`src/rtl/mips_pkg.sv`:
```
// Shared processor constants for the register file and its write-back scoreboard.
package mips_pkg;
  localparam int DATA_W    = 32;
  localparam int ADDR_W    = 5;
  localparam int REG_COUNT = 2 ** ADDR_W;
endpackage

```
`src/rtl/reg_file_scoreboard_if.sv`:
```
// Read, write-back and issue signals of the register file scoreboard.
// Issue handshake: in_issue_en acts as valid and !out_stall as ready; an issue is
// accepted only on a rising edge where both hold, otherwise the issuer must hold.
interface reg_file_scoreboard_if #(
  parameter int DATA_W = mips_pkg::DATA_W,
  parameter int ADDR_W = mips_pkg::ADDR_W
);
  localparam int REGS = 2 ** ADDR_W;

  logic [ADDR_W-1:0] in_rd_addr_0;
  logic [ADDR_W-1:0] in_rd_addr_1;
  logic [DATA_W-1:0] out_rd_data_0;
  logic [DATA_W-1:0] out_rd_data_1;
  logic              in_wr_en;
  logic [ADDR_W-1:0] in_wr_addr;
  logic [DATA_W-1:0] in_wr_data;
  logic              in_issue_en;
  logic [ADDR_W-1:0] in_issue_addr;
  logic              out_stall;
  logic              out_busy_any;
  logic [REGS-1:0]   out_dbg_busy;

  modport slave (
    input  in_rd_addr_0, in_rd_addr_1, in_wr_en, in_wr_addr, in_wr_data,
    input  in_issue_en, in_issue_addr,
    output out_rd_data_0, out_rd_data_1, out_stall, out_busy_any, out_dbg_busy
  );

  modport master (
    output in_rd_addr_0, in_rd_addr_1, in_wr_en, in_wr_addr, in_wr_data,
    output in_issue_en, in_issue_addr,
    input  out_rd_data_0, out_rd_data_1, out_stall, out_busy_any, out_dbg_busy
  );
endinterface

```
`src/rtl/reg_scoreboard.sv`:
```
// Pending-write tracker: one busy bit per register, set on accepted issue,
// cleared on write-back, and the operand-hazard stall derived from it.
module reg_scoreboard #(
  parameter int ADDR_W = mips_pkg::ADDR_W
) (
  input  logic                 clk_i,
  input  logic                 rst_ni,
  input  logic [ADDR_W-1:0]    rd_addr_0_i,
  input  logic [ADDR_W-1:0]    rd_addr_1_i,
  input  logic                 wr_en_i,
  input  logic [ADDR_W-1:0]    wr_addr_i,
  input  logic                 issue_en_i,
  input  logic [ADDR_W-1:0]    issue_addr_i,
  output logic                 stall_o,
  output logic                 busy_any_o,
  output logic [2**ADDR_W-1:0] busy_o
);
  localparam int REGS = 2 ** ADDR_W;

  logic [REGS-1:0] busy_q;
  logic [REGS-1:0] busy_d;
  logic            hazard_0;
  logic            hazard_1;

  // A write-back landing this cycle resolves the hazard, since its data is bypassed.
  always_comb begin
    hazard_0 = (rd_addr_0_i != '0) && busy_q[rd_addr_0_i] &&
               !(wr_en_i && (wr_addr_i == rd_addr_0_i));
    hazard_1 = (rd_addr_1_i != '0) && busy_q[rd_addr_1_i] &&
               !(wr_en_i && (wr_addr_i == rd_addr_1_i));
    stall_o  = hazard_0 || hazard_1;
  end

  // Clear is applied first so a same-address issue overrides it.
  always_comb begin
    busy_d = busy_q;
    if (wr_en_i) begin
      busy_d[wr_addr_i] = 1'b0;
    end
    if (issue_en_i && !stall_o && (issue_addr_i != '0)) begin
      busy_d[issue_addr_i] = 1'b1;
    end
    busy_d[0] = 1'b0;
  end

  always_ff @(posedge clk_i or negedge rst_ni) begin
    if (!rst_ni) begin
      busy_q <= '0;
    end else begin
      busy_q <= busy_d;
    end
  end

  assign busy_any_o = |busy_q;
  assign busy_o     = busy_q;
endmodule

```
`src/rtl/reg_file_scoreboard.sv`:
```
// Two-read/one-write register file with write-back bypass; pending-write
// tracking and stall generation live in reg_scoreboard.
module reg_file_scoreboard #(
  parameter int DATA_W = mips_pkg::DATA_W,
  parameter int ADDR_W = mips_pkg::ADDR_W
) (
  input logic                   in_clk,
  input logic                   in_rst_n,
  reg_file_scoreboard_if.slave  bus
);
  localparam int REGS = 2 ** ADDR_W;

  logic [DATA_W-1:0] regs_q [REGS];
  logic [DATA_W-1:0] regs_d [REGS];
  logic              bypass_0;
  logic              bypass_1;

  always_comb begin
    regs_d = regs_q;
    if (bus.in_wr_en && (bus.in_wr_addr != '0)) begin
      regs_d[bus.in_wr_addr] = bus.in_wr_data;
    end
  end

  always_ff @(posedge in_clk or negedge in_rst_n) begin
    if (!in_rst_n) begin
      for (int i = 0; i < REGS; i++) begin
        regs_q[i] <= '0;
      end
    end else begin
      regs_q <= regs_d;
    end
  end

  // Reads are forced to zero while reset is held so a write cannot bypass through.
  always_comb begin
    bypass_0 = bus.in_wr_en && (bus.in_wr_addr == bus.in_rd_addr_0);
    bypass_1 = bus.in_wr_en && (bus.in_wr_addr == bus.in_rd_addr_1);
    bus.out_rd_data_0 = '0;
    bus.out_rd_data_1 = '0;
    if (in_rst_n && (bus.in_rd_addr_0 != '0)) begin
      bus.out_rd_data_0 = bypass_0 ? bus.in_wr_data : regs_q[bus.in_rd_addr_0];
    end
    if (in_rst_n && (bus.in_rd_addr_1 != '0)) begin
      bus.out_rd_data_1 = bypass_1 ? bus.in_wr_data : regs_q[bus.in_rd_addr_1];
    end
  end

  reg_scoreboard #(
    .ADDR_W (ADDR_W)
  ) u_scoreboard (
    .clk_i        (in_clk),
    .rst_ni       (in_rst_n),
    .rd_addr_0_i  (bus.in_rd_addr_0),
    .rd_addr_1_i  (bus.in_rd_addr_1),
    .wr_en_i      (bus.in_wr_en),
    .wr_addr_i    (bus.in_wr_addr),
    .issue_en_i   (bus.in_issue_en),
    .issue_addr_i (bus.in_issue_addr),
    .stall_o      (bus.out_stall),
    .busy_any_o   (bus.out_busy_any),
    .busy_o       (bus.out_dbg_busy)
  );
endmodule

```
`src/flat_wrapper.sv`:
```
// flat-port wrapper written by rule: the top's interface ports become plain ports
module reg_file_scoreboard_flat 
#(
  parameter int DATA_W = mips_pkg::DATA_W,
  parameter int ADDR_W = mips_pkg::ADDR_W
)
  (in_clk, in_rst_n, bus_in_rd_addr_0, bus_in_rd_addr_1, bus_in_wr_en, bus_in_wr_addr, bus_in_wr_data, bus_in_issue_en, bus_in_issue_addr, bus_out_rd_data_0, bus_out_rd_data_1, bus_out_stall, bus_out_busy_any, bus_out_dbg_busy);
  reg_file_scoreboard_if #(.DATA_W(DATA_W), .ADDR_W(ADDR_W)) bus_i ();
  input logic in_clk;
  input logic in_rst_n;
  input wire logic [$bits(bus_i.in_rd_addr_0)-1:0] bus_in_rd_addr_0;
  input wire logic [$bits(bus_i.in_rd_addr_1)-1:0] bus_in_rd_addr_1;
  input wire logic [$bits(bus_i.in_wr_en)-1:0] bus_in_wr_en;
  input wire logic [$bits(bus_i.in_wr_addr)-1:0] bus_in_wr_addr;
  input wire logic [$bits(bus_i.in_wr_data)-1:0] bus_in_wr_data;
  input wire logic [$bits(bus_i.in_issue_en)-1:0] bus_in_issue_en;
  input wire logic [$bits(bus_i.in_issue_addr)-1:0] bus_in_issue_addr;
  output wire logic [$bits(bus_i.out_rd_data_0)-1:0] bus_out_rd_data_0;
  output wire logic [$bits(bus_i.out_rd_data_1)-1:0] bus_out_rd_data_1;
  output wire logic [$bits(bus_i.out_stall)-1:0] bus_out_stall;
  output wire logic [$bits(bus_i.out_busy_any)-1:0] bus_out_busy_any;
  output wire logic [$bits(bus_i.out_dbg_busy)-1:0] bus_out_dbg_busy;
  assign bus_i.in_rd_addr_0 = bus_in_rd_addr_0;
  assign bus_i.in_rd_addr_1 = bus_in_rd_addr_1;
  assign bus_i.in_wr_en = bus_in_wr_en;
  assign bus_i.in_wr_addr = bus_in_wr_addr;
  assign bus_i.in_wr_data = bus_in_wr_data;
  assign bus_i.in_issue_en = bus_in_issue_en;
  assign bus_i.in_issue_addr = bus_in_issue_addr;
  assign bus_out_rd_data_0 = bus_i.out_rd_data_0;
  assign bus_out_rd_data_1 = bus_i.out_rd_data_1;
  assign bus_out_stall = bus_i.out_stall;
  assign bus_out_busy_any = bus_i.out_busy_any;
  assign bus_out_dbg_busy = bus_i.out_dbg_busy;
  reg_file_scoreboard #(.DATA_W(DATA_W), .ADDR_W(ADDR_W)) u_core (.in_clk(in_clk), .in_rst_n(in_rst_n), .bus(bus_i));
endmodule
```
`config.mk`:
```
export PLATFORM = sky130hd
export DESIGN_NAME = reg_file_scoreboard_flat
export DESIGN_NICKNAME = d
export VERILOG_FILES = /design/src/rtl/mips_pkg.sv /design/src/rtl/reg_file_scoreboard_if.sv /design/src/rtl/reg_scoreboard.sv /design/src/rtl/reg_file_scoreboard.sv /design/src/flat_wrapper.sv
export SDC_FILE = /design/constraint.sdc
export NUM_CORES = 2
export LEC_CHECK = 0
export CORE_UTILIZATION = 50
export CTS_CLUSTER_DIAMETER = 40
export DETAILED_ROUTE_END_ITERATION = 10
export GPL_TIMING_DRIVEN = 0
export PLACE_DENSITY_LB_ADDON = 0.25
export SETUP_SLACK_MARGIN = 0.2
export SYNTH_ARGS = -nofsm -noshare
export SYNTH_HDL_FRONTEND = slang
export SYNTH_SLANG_ARGS = --single-unit
export TNS_END_PERCENT = 100
```
`constraint.sdc`:
```
create_clock -name in_clk -period 8.41 [get_ports in_clk]
set_input_delay 1.682 -clock in_clk [delete_from_list [all_inputs] [get_ports in_clk]]
set_output_delay 1.682 -clock in_clk [all_outputs]
set_load 0.01 [all_outputs]
```
## Word-level counts from Yosys, hierarchy flattened

Cells that the tools add are included.

| word-level totals | value |
|---|---|
| bits in registers | 1055 |
| output and inout bits | 98 |

| cells by class | value |
|---|---|
| $lt $le $gt $ge | 10 |
| equality and inequality tests | 2 |
| mux-type cells | 23 |
| bitwise gates (word level) | 6 |
| reduce and logical (&&, ||, !) cells | 23 |

Operator list:

| cell | number |
|---|---|
| 1024-bit bitwise mux | 1 |
| 32-bit 2-to-1 mux | 11 |
| 32-bit binary-select mux with 5-bit select | 2 |
| 32-bit demux with 5-bit select | 1 |
| 32-bit bitwise AND | 1 |
| 32-bit NOT | 1 |
| 32-bit OR | 1 |
| 31-bit OR reduction | 1 |
| 5-bit by 6-bit less-than comparator with 1-bit output, second input constant | 4 |
| 5-bit nonzero test | 4 |
| 6-bit >= comparator, second input constant | 3 |
| 5-bit NOT with 6-bit output | 3 |
| 1-bit logical AND | 14 |
| 1-bit binary-select mux with 5-bit select | 2 |
| 1-bit demux with 5-bit select | 2 |
| 5-bit == test | 2 |
| 5-bit by 1-bit >= comparator with 1-bit output, second input constant | 2 |
| 6-bit by 1-bit less-than comparator with 1-bit output, second input constant | 1 |
| 1-bit 2-to-1 mux | 4 |
| 1-bit logical NOT | 3 |
| 1-bit logical OR | 1 |

## Logic depth before layout (Yosys ltp)

| logic depth | value |
|---|---|
| depth in word-level cells | 9 |
| depth in mapped cells | 11 |

## Cells and area by module

From an unflattened synthesis, not the netlist that was laid out.

| unflattened totals | value |
|---|---|
| cells, all modules | 4066 |
| area, all modules | 57212.4 um^2 |

Modules (own cells, without submodules):

| module | instances | cells an instance | area each (um^2) |
|---|---|---|---|
| reg_file_scoreboard | 1 | 3831 | 54827.6 |
| reg_scoreboard | 1 | 235 | 2384.8 |

## Worst setup path after synthesis

No wires, ideal clock.

| timing | value |
|---|---|
| path type | in2out |
| start | input bus_in_rd_addr_1[2] |
| end | output bus_out_rd_data_1[14] |
| data arrival time | 3.545 ns |
| data required time | 6.728 ns |
| slack | 3.183 ns |
| stages on the path | 7 |
| buffers on the path | 3 |
| path through | buf_2 -> clkbuf_1 -> clkbuf_1 -> mux4_2 -> mux4_2 -> mux2i_1 -> a211oi_1 |

| on the way | value |
|---|---|
| cells in the longest elaborated chain, start to end | 6 |
| elaborated cells between the ends (all ways) | 10 |

RTL lines:

| element | RTL line | RTL |
|---|---|---|
| from (decl) | flat_wrapper.sv:12 | `input wire logic [$bits(bus_i.in_rd_addr_1)-1:0] bus_in_rd_addr_1;` |
| 5-bit NOT with 6-bit output (implied by the code) | reg_file_scoreboard.sv:45 | `bus.out_rd_data_1 = bypass_1 ? bus.in_wr_data : regs_q[bus.in_rd_addr_1];` |
| 32-bit binary-select mux with 5-bit select | reg_file_scoreboard.sv:45 |  |
| 32-bit 2-to-1 mux (implied by the code) (2 in a row) | reg_file_scoreboard.sv:45 |  |
| 32-bit 2-to-1 mux | reg_file_scoreboard.sv:45 |  |
| 32-bit 2-to-1 mux * | reg_file_scoreboard.sv:44 | `if (in_rst_n && (bus.in_rd_addr_1 != '0)) begin` |
| to (decl) | flat_wrapper.sv:19 | `output wire logic [$bits(bus_i.out_rd_data_1)-1:0] bus_out_rd_data_1;` |

Mark *: on every way between the ends. The rest lies on a longest branch, timed or not. The select of a mux whose other input is x is not followed.

## Worst setup path in the final report

| timing | value |
|---|---|
| start | input bus_in_rd_addr_0[2] |
| end | output bus_out_rd_data_0[19] |

| on the way | value |
|---|---|
| cells in the longest elaborated chain, start to end | 6 |
| elaborated cells between the ends (all ways) | 10 |

RTL lines:

| element | RTL line | RTL |
|---|---|---|
| from (decl) | flat_wrapper.sv:11 | `input wire logic [$bits(bus_i.in_rd_addr_0)-1:0] bus_in_rd_addr_0;` |
| 5-bit NOT with 6-bit output (implied by the code) | reg_file_scoreboard.sv:42 | `bus.out_rd_data_0 = bypass_0 ? bus.in_wr_data : regs_q[bus.in_rd_addr_0];` |
| 32-bit binary-select mux with 5-bit select | reg_file_scoreboard.sv:42 |  |
| 32-bit 2-to-1 mux (implied by the code) (2 in a row) | reg_file_scoreboard.sv:42 |  |
| 32-bit 2-to-1 mux | reg_file_scoreboard.sv:42 |  |
| 32-bit 2-to-1 mux * | reg_file_scoreboard.sv:41 | `if (in_rst_n && (bus.in_rd_addr_0 != '0)) begin` |
| to (decl) | flat_wrapper.sv:18 | `output wire logic [$bits(bus_i.out_rd_data_0)-1:0] bus_out_rd_data_0;` |

Marks and branches as above.

==> qor.txt <==
Slew @ Worst Pin - 1690 ps
Share of cells above drive strength 1 - 41.72%
Reg2reg start - u_core.u_scoreboard.busy_o[31]
Avg Vias per Cell - 7.154
Comb pwr share - 20.2%
Final worst-path cycle share - 98.10%
FF-to-FF path depth - 6
Register area share after synthesis - 46.44%
Power Density - 261.1 nW/um2
Dpl ws - -260.9 ps
Gr usage total - 37.11%
Highest clock rate - 121.2 MHz
Post-CTS setup buffer count - 0
Hold Path Class - flip-flop to flip-flop
Max-cap violations - 9
Yosys reg bits - 1,055
Fin nets - 3,941
Critical path capture point type - output pin
Failing checks - capacitance limit, slew limit
Switching Fraction - 28.40%
Slew Viols, Final - 97
Critical Path Source Type - input pin
Crit-path max FO - 11
Synth warn - 0
Syn Area/Cell - 15.86 um2
Worst VDD drop - 0.2018 mV
Final Critical Period - 8250 ps
Sequential share of power - 39.5%
Drc violations - 0
Core ar. - 112,700 um2
Clock Tree Buf Depth - 3
P_sw - 4888 uW
Final setup fails - 0
Worst-path clk slew - 60 ps
Post-synth EDFFs - 0
Die H - 339.2 um
CTS tree - yes
Chip Width - 339.2 um
Critical Path RT - 6730 ps
Worst skew pair latency - 790 ps
# hold bufs at CTS - 0
RSZ-0062 raised after global routing - false
Total iterations of the first detailed-routing run - 8
Post-DP HPWL - 144.3 mm
Area grow syn2layout - 15.95%
Critical Path AT - 6570 ps
Post-synth top flop - dfrtp_1
Clock power share - 40.2%
CTS H-Tree Depth - 4
Rel. slew slack - -12.70%
Synth unique cells - 45
Int Pwr - 12,320 uW
1st-iter DRT viols - 5,280
Die area - 115,000 um2
Async SR Flop Fraction - 100.0%
Number of port buffers - 139
Gpl congestion - 0.9847
IO Pins - 154
Initial antenna violation count - 11
R2r setup slk - 5950 ps
CTS root buf - clkbuf_16
Most frequent cells in the layout - 1,055 x dfrtp_1, 643 x mux2_2, 622 x mux4_2
Detailed-route wire length - 211.8 mm
Syn Std Cell Area - 56,840 um2
CTS sink cnt - 1,055
Total congestion overflow after global routing - 0
Row cnt - 123
Synth Net Count - 3,639
Global-route wire length before repair - 297.8 mm
Final setup margin - 160.2 ps
Starting density of the core - 50.46%
Outcome - finished with violations
Synthesized instance count - 3,583
Worst Setup SP - bus_in_rd_addr_0[2]
Finished Core Util - 58.51%
Routed vias - 39,500
Antenna Nets Post-Route - 0
Worst R2R End - u_core.u_scoreboard.busy_o[27]
Static leakage - 0.02801 uW
Largest net degree at the start of global routing - 184
Vias in the first global route - 38,980
Clk_skew - 9.200 ps
Critical setup path kind - input pin to output pin
Placed cell area - 60,330 um2
Post-route cell area - 65,910 um2
Crit path to - bus_out_rd_data_0[19]
Final Hold Violating Endpoints - 0
Routed wire per std cell - 38.36 um
Resize count post-CTS - 6
Num CTS Buffers - 153
Commonest non-fill, non-tap cell in the layout - dfrtp_1
per-layer routing:
| metal | GRT usage (%) | vias up | routed length [um] |
|---|---|---|---|
| met1 | 49.91 | 21220 | 79490 |
| met4 | 17.44 | 6 | 11500 |
| met2 | 54.06 | 2871 | 93560 |
| li1 | - | 14690 | - |
| met3 | 13.13 | 707 | 27090 |
| met5 | 0.5310 | - | 121 |
worst min path at each step:
stage                         from  depth (start not counted)                  end
2_1_floorplan  u_core.regs_q[1000]                          1  u_core.regs_q[1000]
3_3_place_gp   u_core.regs_q[1005]                          1  u_core.regs_q[1005]
3_5_place_dp    u_core.regs_q[999]                          1   u_core.regs_q[999]
4_1_cts        u_core.regs_q[1010]                          1  u_core.regs_q[1010]
5_1_grt         u_core.regs_q[997]                          1   u_core.regs_q[997]
6_report       u_core.regs_q[1017]                          1  u_core.regs_q[1017]
power groups by stage:
| stage | Combinational [uW] | Clock [uW] | Sequential (uW) |
|---|---|---|---|
| 2_1_floorplan | 2360 | 0 | 6590 |
| 3_3_place_gp | 3330 | 0 | 6820 |
| 3_5_place_dp | 3410 | 0 | 6830 |
| 4_1_cts | 3430 | 6920 | 6750 |
| 5_1_grt | 3620 | 7130 | 6910 |
| 6_report | 3480 | 6920 | 6800 |
worst max-delay path: stages:
cell and delay [ps]:
clkdlybuf4s50_1 840, buf_2 430, buf_4 380, buf_2 500, clkdlybuf4s15_2 730, a211oi_1 190
a211oi_1 480, nor3_1 110, nor3_2 520, clkdlybuf4s50_1 660
metrics by stage:
step / power [uW] / hold slack [ps] / TNS, ps / instances
global placement: 10150 / 453.3 / - / 5222
CTS: 17100 / 480.1 / 0 / 5511
finish: 17210 / 479.5 / 0 / 5521
detailed placement: 10240 / 464.7 / -767.8 / 5229
floorplan: 8948 / 441.3 / 0 / 3583
global route: 17660 / 497.5 / 0 / 5513
logic make-up after synthesis:
kind of cell | count (synthesis) | share of synthesized area [%]
mux | 1720 | 46.22
flops | 1055 | 46.44
buf+inv | 441 | 3.436
simple gates | 203 | 1.673
compound gates | 153 | 2.065
xor+xnor | 10 | 0.1541
other cells | 1 | 0.006597
Yosys cell counts (3+ instances only):
cell	instances	area, um2
a211oi_1	71	533.0
a31oi_1	4	25.02
a32o_1	31	310.3
and3_1	4	25.02
and3b_1	3	26.28
and4_1	4	35.03
buf_1	57	214.0
buf_2	73	365.4
buf_4	24	180.2
buf_6	15	168.9
clkbuf_1	253	949.7
dfrtp_1	1055	26400
inv_1	16	60.06
mux2_1	376	4234
mux2_2	643	7241
mux2i_1	79	790.8
mux4_2	622	14010
nand2_1	46	172.7
nand3_1	6	30.03
nand3b_1	5	37.54
nor2_1	91	341.6
nor2b_1	9	56.30
nor3_1	9	45.04
nor3b_1	8	60.06
nor4_1	9	56.30
o211ai_1	20	150.1
o21ai_1	19	95.09
xor2_1	8	70.07
final cells by class:
class                      count  area [um2]
multi-input combinational   2087       28500
clock inverter                95        1297
fill                        8796       46740
tap                         1500        1877
timing repair buffer         147        1617
antenna                        9       22.52
sequential                  1055       26400
clock buffer                 187        4220
inverter                      18       67.56
buffer                       423        1904
flip-flops by register name, indices dropped and copies added, names as in the netlist:
signal,cells
u_core.regs_q,1024
u_core.u_scoreboard.busy_o,31
Power figures use the tool's default switching activity.
